`config.mk`:
```
export PLATFORM = sky130hd
export DESIGN_NAME = rx_sequencer
export DESIGN_NICKNAME = d
export VERILOG_FILES = /design/src/rtl/rx_pkg.sv /design/src/rtl/rx_bit_timer.sv /design/src/rtl/rx_sequencer.sv
export SDC_FILE = /design/constraint.sdc
export NUM_CORES = 1
export LEC_CHECK = 0
export BUFFER_PORTS_ARGS = -buffer_cell sky130_fd_sc_hd__buf_2
export CORE_MARGIN = 2
export CORE_UTILIZATION = 48
export DETAILED_ROUTE_END_ITERATION = 12
export PLACE_DENSITY = 0.73
export SYNTH_ARGS = -nofsm -noshare
export SYNTH_HDL_FRONTEND = slang
export SYNTH_SLANG_ARGS = --single-unit
```
`constraint.sdc`:
```
create_clock -name clk -period 1.65 [get_ports clk]
set_input_delay 0.165 -clock clk [delete_from_list [all_inputs] [get_ports clk]]
set_output_delay 0.165 -clock clk [all_outputs]
set_load 0.01 [all_outputs]
```
`src/rtl/rx_pkg.sv`:
```
// Shared types and elaboration helpers for the serial receive sequencer.
package rx_pkg;

    typedef enum logic [2:0] {
        IDLE       = 3'd0,
        START_CHK  = 3'd1,
        DATA       = 3'd2,
        PARITY_CHK = 3'd3,
        STOP_CHK   = 3'd4,
        LOAD       = 3'd5,
        WAIT_IDLE  = 3'd6
    } rx_state_t;

    function automatic int rx_half(input int clks_per_bit);
        return clks_per_bit / 2;
    endfunction

    function automatic int rx_idx_w(input int num_data_bits);
        return $clog2(num_data_bits + 1);
    endfunction

endpackage

```
`src/rtl/rx_bit_timer.sv`:
```
// Bit-period counter: ticks after HALF cycles when half_sel is set, otherwise
// every CLKS_PER_BIT cycles; a clear restarts the interval.
module rx_bit_timer
    import rx_pkg::*;
#(
    parameter int CLKS_PER_BIT = 10,
    parameter int CNT_BITS     = 4
) (
    input  logic clk,
    input  logic rst,
    input  logic i_clear,
    input  logic i_enable,
    input  logic i_half_sel,
    output logic o_tick
);

    localparam logic [CNT_BITS-1:0] C_FULL = CNT_BITS'(CLKS_PER_BIT);
    localparam logic [CNT_BITS-1:0] C_HALF = CNT_BITS'(rx_half(CLKS_PER_BIT));

    logic [CNT_BITS-1:0] r_cnt;
    logic [CNT_BITS-1:0] w_target;

    assign w_target = i_half_sel ? C_HALF : C_FULL;
    assign o_tick   = i_enable && !i_clear && (r_cnt == w_target);

    // The counter restarts at 1 so the cycle after a clear is count 1.
    always_ff @(posedge clk or posedge rst) begin
        if (rst) begin
            r_cnt <= '0;
        end else if (i_clear) begin
            r_cnt <= CNT_BITS'(1);
        end else if (i_enable) begin
            if (o_tick) begin
                r_cnt <= CNT_BITS'(1);
            end else begin
                r_cnt <= r_cnt + 1'b1;
            end
        end
    end

endmodule

```
`src/rtl/rx_sequencer.sv`:
```
// Receive-path control FSM: start detect, bit-centre strobes, stop check.
// Optional parity check enabled by defining RX_PARITY_CHK_EN.
module rx_sequencer
    import rx_pkg::*;
#(
    parameter int NUM_DATA_BITS = 8,
    parameter int CLKS_PER_BIT  = 10,
    parameter int CNT_BITS      = 4
) (
    input  logic                                 clk,
    input  logic                                 rst,
    input  logic                                 serial_in,
    output logic                                 shift_strobe,
    output logic                                 load_buffer,
    output logic                                 packet_done,
    output logic                                 framing_error,
    output logic                                 parity_error,
    output logic                                 busy,
    output logic [rx_idx_w(NUM_DATA_BITS)-1:0]   bit_index
);

    localparam int IDX_W = rx_idx_w(NUM_DATA_BITS);
    localparam logic [IDX_W-1:0] C_LAST = IDX_W'(NUM_DATA_BITS - 1);

    rx_state_t        r_state;
    rx_state_t        w_next;
    logic             r_prev;
    logic [IDX_W-1:0] r_bit_index;
    logic             r_framing_err;
    logic             w_tick;
    logic             w_clear;
    logic             w_strobe;
    logic             w_clr_err;
    logic             w_set_fe;
`ifdef RX_PARITY_CHK_EN
    logic             r_parity;
    logic             r_parity_err;
    logic             w_set_pe;
`endif

    rx_bit_timer #(
        .CLKS_PER_BIT (CLKS_PER_BIT),
        .CNT_BITS     (CNT_BITS)
    ) u_timer (
        .clk        (clk),
        .rst        (rst),
        .i_clear    (w_clear),
        .i_enable   (r_state != IDLE),
        .i_half_sel (r_state == START_CHK),
        .o_tick     (w_tick)
    );

    always_ff @(posedge clk or posedge rst) begin
        if (rst) begin
            r_state <= IDLE;
        end else begin
            r_state <= w_next;
        end
    end

    always_comb begin
        w_next    = r_state;
        w_clear   = 1'b0;
        w_strobe  = 1'b0;
        w_clr_err = 1'b0;
        w_set_fe  = 1'b0;
`ifdef RX_PARITY_CHK_EN
        w_set_pe  = 1'b0;
`endif
        case (r_state)
            IDLE: begin
                if (r_prev && !serial_in) begin
                    w_next  = START_CHK;
                    w_clear = 1'b1;
                end
            end
            START_CHK: begin
                if (w_tick) begin
                    if (!serial_in) begin
                        w_next    = DATA;
                        w_clr_err = 1'b1;
                    end else begin
                        w_next = IDLE;
                    end
                end
            end
            DATA: begin
                if (w_tick) begin
                    w_strobe = 1'b1;
                    if (r_bit_index == C_LAST) begin
`ifdef RX_PARITY_CHK_EN
                        w_next = PARITY_CHK;
`else
                        w_next = STOP_CHK;
`endif
                    end
                end
            end
`ifdef RX_PARITY_CHK_EN
            PARITY_CHK: begin
                if (w_tick) begin
                    w_set_pe = r_parity ^ serial_in;
                    w_next   = STOP_CHK;
                end
            end
`endif
            STOP_CHK: begin
                if (w_tick) begin
                    if (serial_in) begin
                        w_next = LOAD;
                    end else begin
                        w_set_fe = 1'b1;
                        w_next   = WAIT_IDLE;
                    end
                end
            end
            LOAD: begin
                w_next = IDLE;
            end
            WAIT_IDLE: begin
                if (serial_in) begin
                    w_next = IDLE;
                end
            end
            default: begin
                w_next = IDLE;
            end
        endcase
    end

    // Edge-detect history resets high so a line held low is not a start edge.
    always_ff @(posedge clk or posedge rst) begin
        if (rst) begin
            r_prev        <= 1'b1;
            r_bit_index   <= '0;
            r_framing_err <= 1'b0;
        end else begin
            r_prev <= serial_in;
            if (w_clear) begin
                r_bit_index <= '0;
            end else if (w_strobe) begin
                r_bit_index <= r_bit_index + 1'b1;
            end
            if (w_clr_err) begin
                r_framing_err <= 1'b0;
            end else if (w_set_fe) begin
                r_framing_err <= 1'b1;
            end
        end
    end

`ifdef RX_PARITY_CHK_EN
    always_ff @(posedge clk or posedge rst) begin
        if (rst) begin
            r_parity     <= 1'b0;
            r_parity_err <= 1'b0;
        end else begin
            if (w_clr_err) begin
                r_parity     <= 1'b0;
                r_parity_err <= 1'b0;
            end else begin
                if (w_strobe) begin
                    r_parity <= r_parity ^ serial_in;
                end
                if (w_set_pe) begin
                    r_parity_err <= 1'b1;
                end
            end
        end
    end

    assign parity_error = r_parity_err;
`else
    assign parity_error = 1'b0;
`endif

    assign shift_strobe  = w_strobe;
    assign load_buffer   = (r_state == LOAD);
    assign packet_done   = (r_state == LOAD);
    assign busy          = (r_state != IDLE);
    assign framing_error = r_framing_err;
    assign bit_index     = r_bit_index;

endmodule
```
==> key figures <==
Clocking
  – Number of buffers created by CTS: 3
  – Insertion delay to the later sink of the worst-skew pair: 0.28 ns
  – CTS Buffer Depth: 2
  – CTS tree: done
  – Clk pin slew, worst setup/hold paths: 0.08 ns
  – H-tree depth: 1
  – Num Clock Sinks: 13
  – Clock Root Buffer: clkbuf_4

Yosys
  – Sequential area share after synthesis: 41.0%
  – Area share of the largest cell type after synthesis: 37.7%
  – Average footprint of a synthesized cell: 9.84 µm²
  – Total nets after synthesis: 86
  – Main flop type after synthesis: dfrtp_1
  – FFs w/ async S/R, synth: 100%
  – Count of flip-flops with a built-in enable after synthesis: 0
  – Flops & latches, synth: 13
  – Most frequent cell after synthesis: dfrtp_1
  – YS warnings: 0
  – Cell taking the most area after synthesis: dfrtp_1
  – Synth area leaders: dfrtp_1 38%, xnor2_1 5.5%, nor2_1 3.8%, nand4bb_4 3.5%, dfstp_2 3.3%
  – Most numerous cell types in the synthesized netlist: 12 x dfrtp_1, 8 x nor2_1, 6 x inv_1, 5 x xnor2_1
  – Synth Instances: 81
  – Number of unique standard cell types used by synthesis: 34
  – Syn Std Cell Area: 797 µm²

GRT
  – GR met3 Demand/Resource: 4.80%
  – Number of antenna violations at the first check in global routing: 0
  – Most utilized layer in the global route result: met2
  – Maximum number of pins on one net before global-route repair: 14
  – Total global routing track utilization: 20.2%
  – Wire length of the first global-routing pass: 2810 µm
  – GRT overflow: 0
  – Vias in the first global route: 632
  – Met1 Usage GRT: 26.0%
  – Global-route track usage on met2: 31.3%

Placement
  – Placed cells: 115
  – Final weighted congestion in routability-driven placement: 0.845
  – Sum of net half-perimeters after detailed placement: 1130 µm
  – Input/output buffers: 11

Timing
  – Layout Skew: 0.00499 ns
  – # setup viols final: 0
  – Max Slew Vio Count: 0
  – Max-slew headroom at the worst pin: 65.9%
  – Unrepaired setup endpoints after global routing: true
  – Share of the cycle needed by the critical path after routing: 99.4%
  – Max Fclk: 610 MHz
  – Total negative slack: 0 ns
  – Worst-margin pin slew: 0.511 ns
  – Clock period minus final worst setup slack: 1.64 ns
  – Final hold vios: 0

Run
  – Count of max-cap constraint violations: 0

Setup path
  – Critical path start-end classification: register to register
  – FF-to-FF Start: r_state[2]
  – Required time of the critical path: 1.82 ns
  – CP Data Arrival Time: 1.81 ns
  – Worst-path maximum fanout: 4
  – Crit start category: register
  – FF-to-FF path depth: 4
  – Setup slack of the worst register-to-register path: 0.009 ns
  – Reg-to-Reg End: r_state[1]
  – CP endpoint kind: register

Final layout
  – ANT cells: 0
  – Fraction of layout instances using a drive strength above 1: 38.5%
  – Area overhead of the layout relative to synthesis: 29.7%
  – Layout Cells excl Fill: 125
  – Post-route core utilization: 67.8%
  – Number of nets in the final layout: 115

Die
  – Vert. Die Dim: 44.8 µm
  – Floorplan die width: 44.8 µm
  – Io pins: 13
  – Placeable core region: 1520 µm²
  – Number of rows created at floorplan: 14
  – Floorplan die area: 2000 µm²
  – Starting density of the core: 52.3%

Routing
  – Avg WL per Cell: 13.8 µm
  – Initial DRC count: 19
  – Detailed-route vias per instance: 5.60
  – Detailed-routing iteration count for the pre-antenna-repair pass: 4
  – Aggregate routed wire length: 1720 µm
  – Post-route DRC violation count: 0
  – Overall via count from detail_route: 700
  – Antenna-violating nets left: 0

Worst hold path
  – Worst Hold Path EP: r_prev
  – Source of the worst hold timing path: serial_in
  – Hold Crit Depth: 1
  – Hold WC Path Type: primary input to register

Pwr
  – Power density over the cells: 1380 nW/µm²
  – Share of power burned in registers: 34.4%
  – Combinational fraction of design power: 51.2%
  – Worst supply voltage drop on vdd: 0.827 mV
  – Portion of total power attributed to the clock network: 14.4%
  – Switch Pwr: 544 µW
  – Lkg Pwr: 0.000481 µW
  – Int Power: 880 µW
  – Switching power as a share of total power: 38.2%

Status
  – Outcome: complete, no violations
==> layer usage <==
layer | up-vias | share of wire (%)
li1 | 344 | -
met5 | - | 0
met3 | 5 | 2.5
met1 | 339 | 48
met4 | 0 | 2.2
met2 | 12 | 47
==> worst max-delay path: stages, from the launching register on <==
cell and delay [ns]:
dfrtp_1 0.43, nand2b_4 0.16, o31a_1 0.29, a221oi_2 0.30, mux2_1 0.34
==> state kept, by name (all words and copies together), names as in the netlist <==
register / count
r_prev: 1
u_timer.r_cnt: 4
r_state: 3
framing_error: 1
bit_index: 4
==> power by group through the flow <==
stage                     sequential (µW)  combinational [µW]  clock [µW]
after detailed placement              490                 670           0
final                                 490                 729         205
after floorplan                       463                 478           0
after global placement                488                 664           0
after CTS                             485                 683         211
after global routing                  497                 812         225
==> repair_timing <==
action / 4_1_cts / 5_1_grt
setup endpoints to repair: 1 / 8
hold buffers: 1 / 0
endpoints found under the hold margin: 12 / 0
pin swaps: 1 / 2
buffers inserted: 3 / 2
resized for setup: 0 / 8
==> cells in the final DEF, fill, tap and decap left out, drive strengths merged <==
master / n
buf: 28
dfrtp: 12
nor2: 8
inv: 6
xnor2: 5
a21oi: 4
clkbuf: 4
nor3: 4
nor4: 3
nand2: 3
nand2b: 3
and2: 2
o22ai: 2
mux2i: 2
a22o: 2
nand3: 2
nand4bb: 2
nor3b: 2
ha: 2
nor2b: 1
o31a: 1
a221oi: 1
a41o: 1
mux2: 1
a31oi: 1
o21ai: 1
o22a: 1
nor4b: 1
or3: 1
conb: 1
dlygate4sd3: 1
dfstp: 1
==> through the flow <==
step	total power [µW]	worst slack (ns)	hold WS (ns)	cell area, µm²
final	1420	0.00941	0.0459	1030
after global routing	1530	-0.0698	0.0408	1030
after CTS	1380	0.0324	0.0282	985
after detailed placement	1160	0.0594	0.213	926
after global placement	1150	0.0884	0.204	926
after floorplan	941	-0.0308	0.0412	797
==> cells by family after synthesis <==
| kind of cell | count (synthesis) | share of synthesized area, % |
|---|---|---|
| XOR/XNOR | 5 | 5.49 |
| AND/OR/NAND/NOR | 32 | 25.6 |
| multiplexers | 3 | 3.92 |
| buffers and inverters | 11 | 7.38 |
| AO/OA/AOI/OAI | 14 | 13.0 |
| flip-flops | 13 | 41.0 |
| other | 1 | 0.471 |
| adder cells (fa/ha/maj) | 2 | 3.14 |
==> worst max path at each step <==
stage	slack [ns]	cells after the start	endpoint	start
detailed placement	0.06	4	r_state[1]	r_state[2]
floorplan	-0.03	5	r_state[1]	r_state[2]
CTS	0.03	4	r_state[1]	r_prev
global route	-0.07	4	r_state[1]	r_state[2]
finish	0.009	4	r_state[1]	r_state[2]
global placement	0.09	5	r_state[1]	bit_index[0]
==> final cells by class <==
type,count,area [µm²]
clock buffer,4,26.3
fill,120,490
inverter,6,22.5
multi-input combinational,57,438
sequential,13,328
tap,16,20.0
timing repair buffer,29,199
Note: power is estimated with default switching activity, not from simulation.
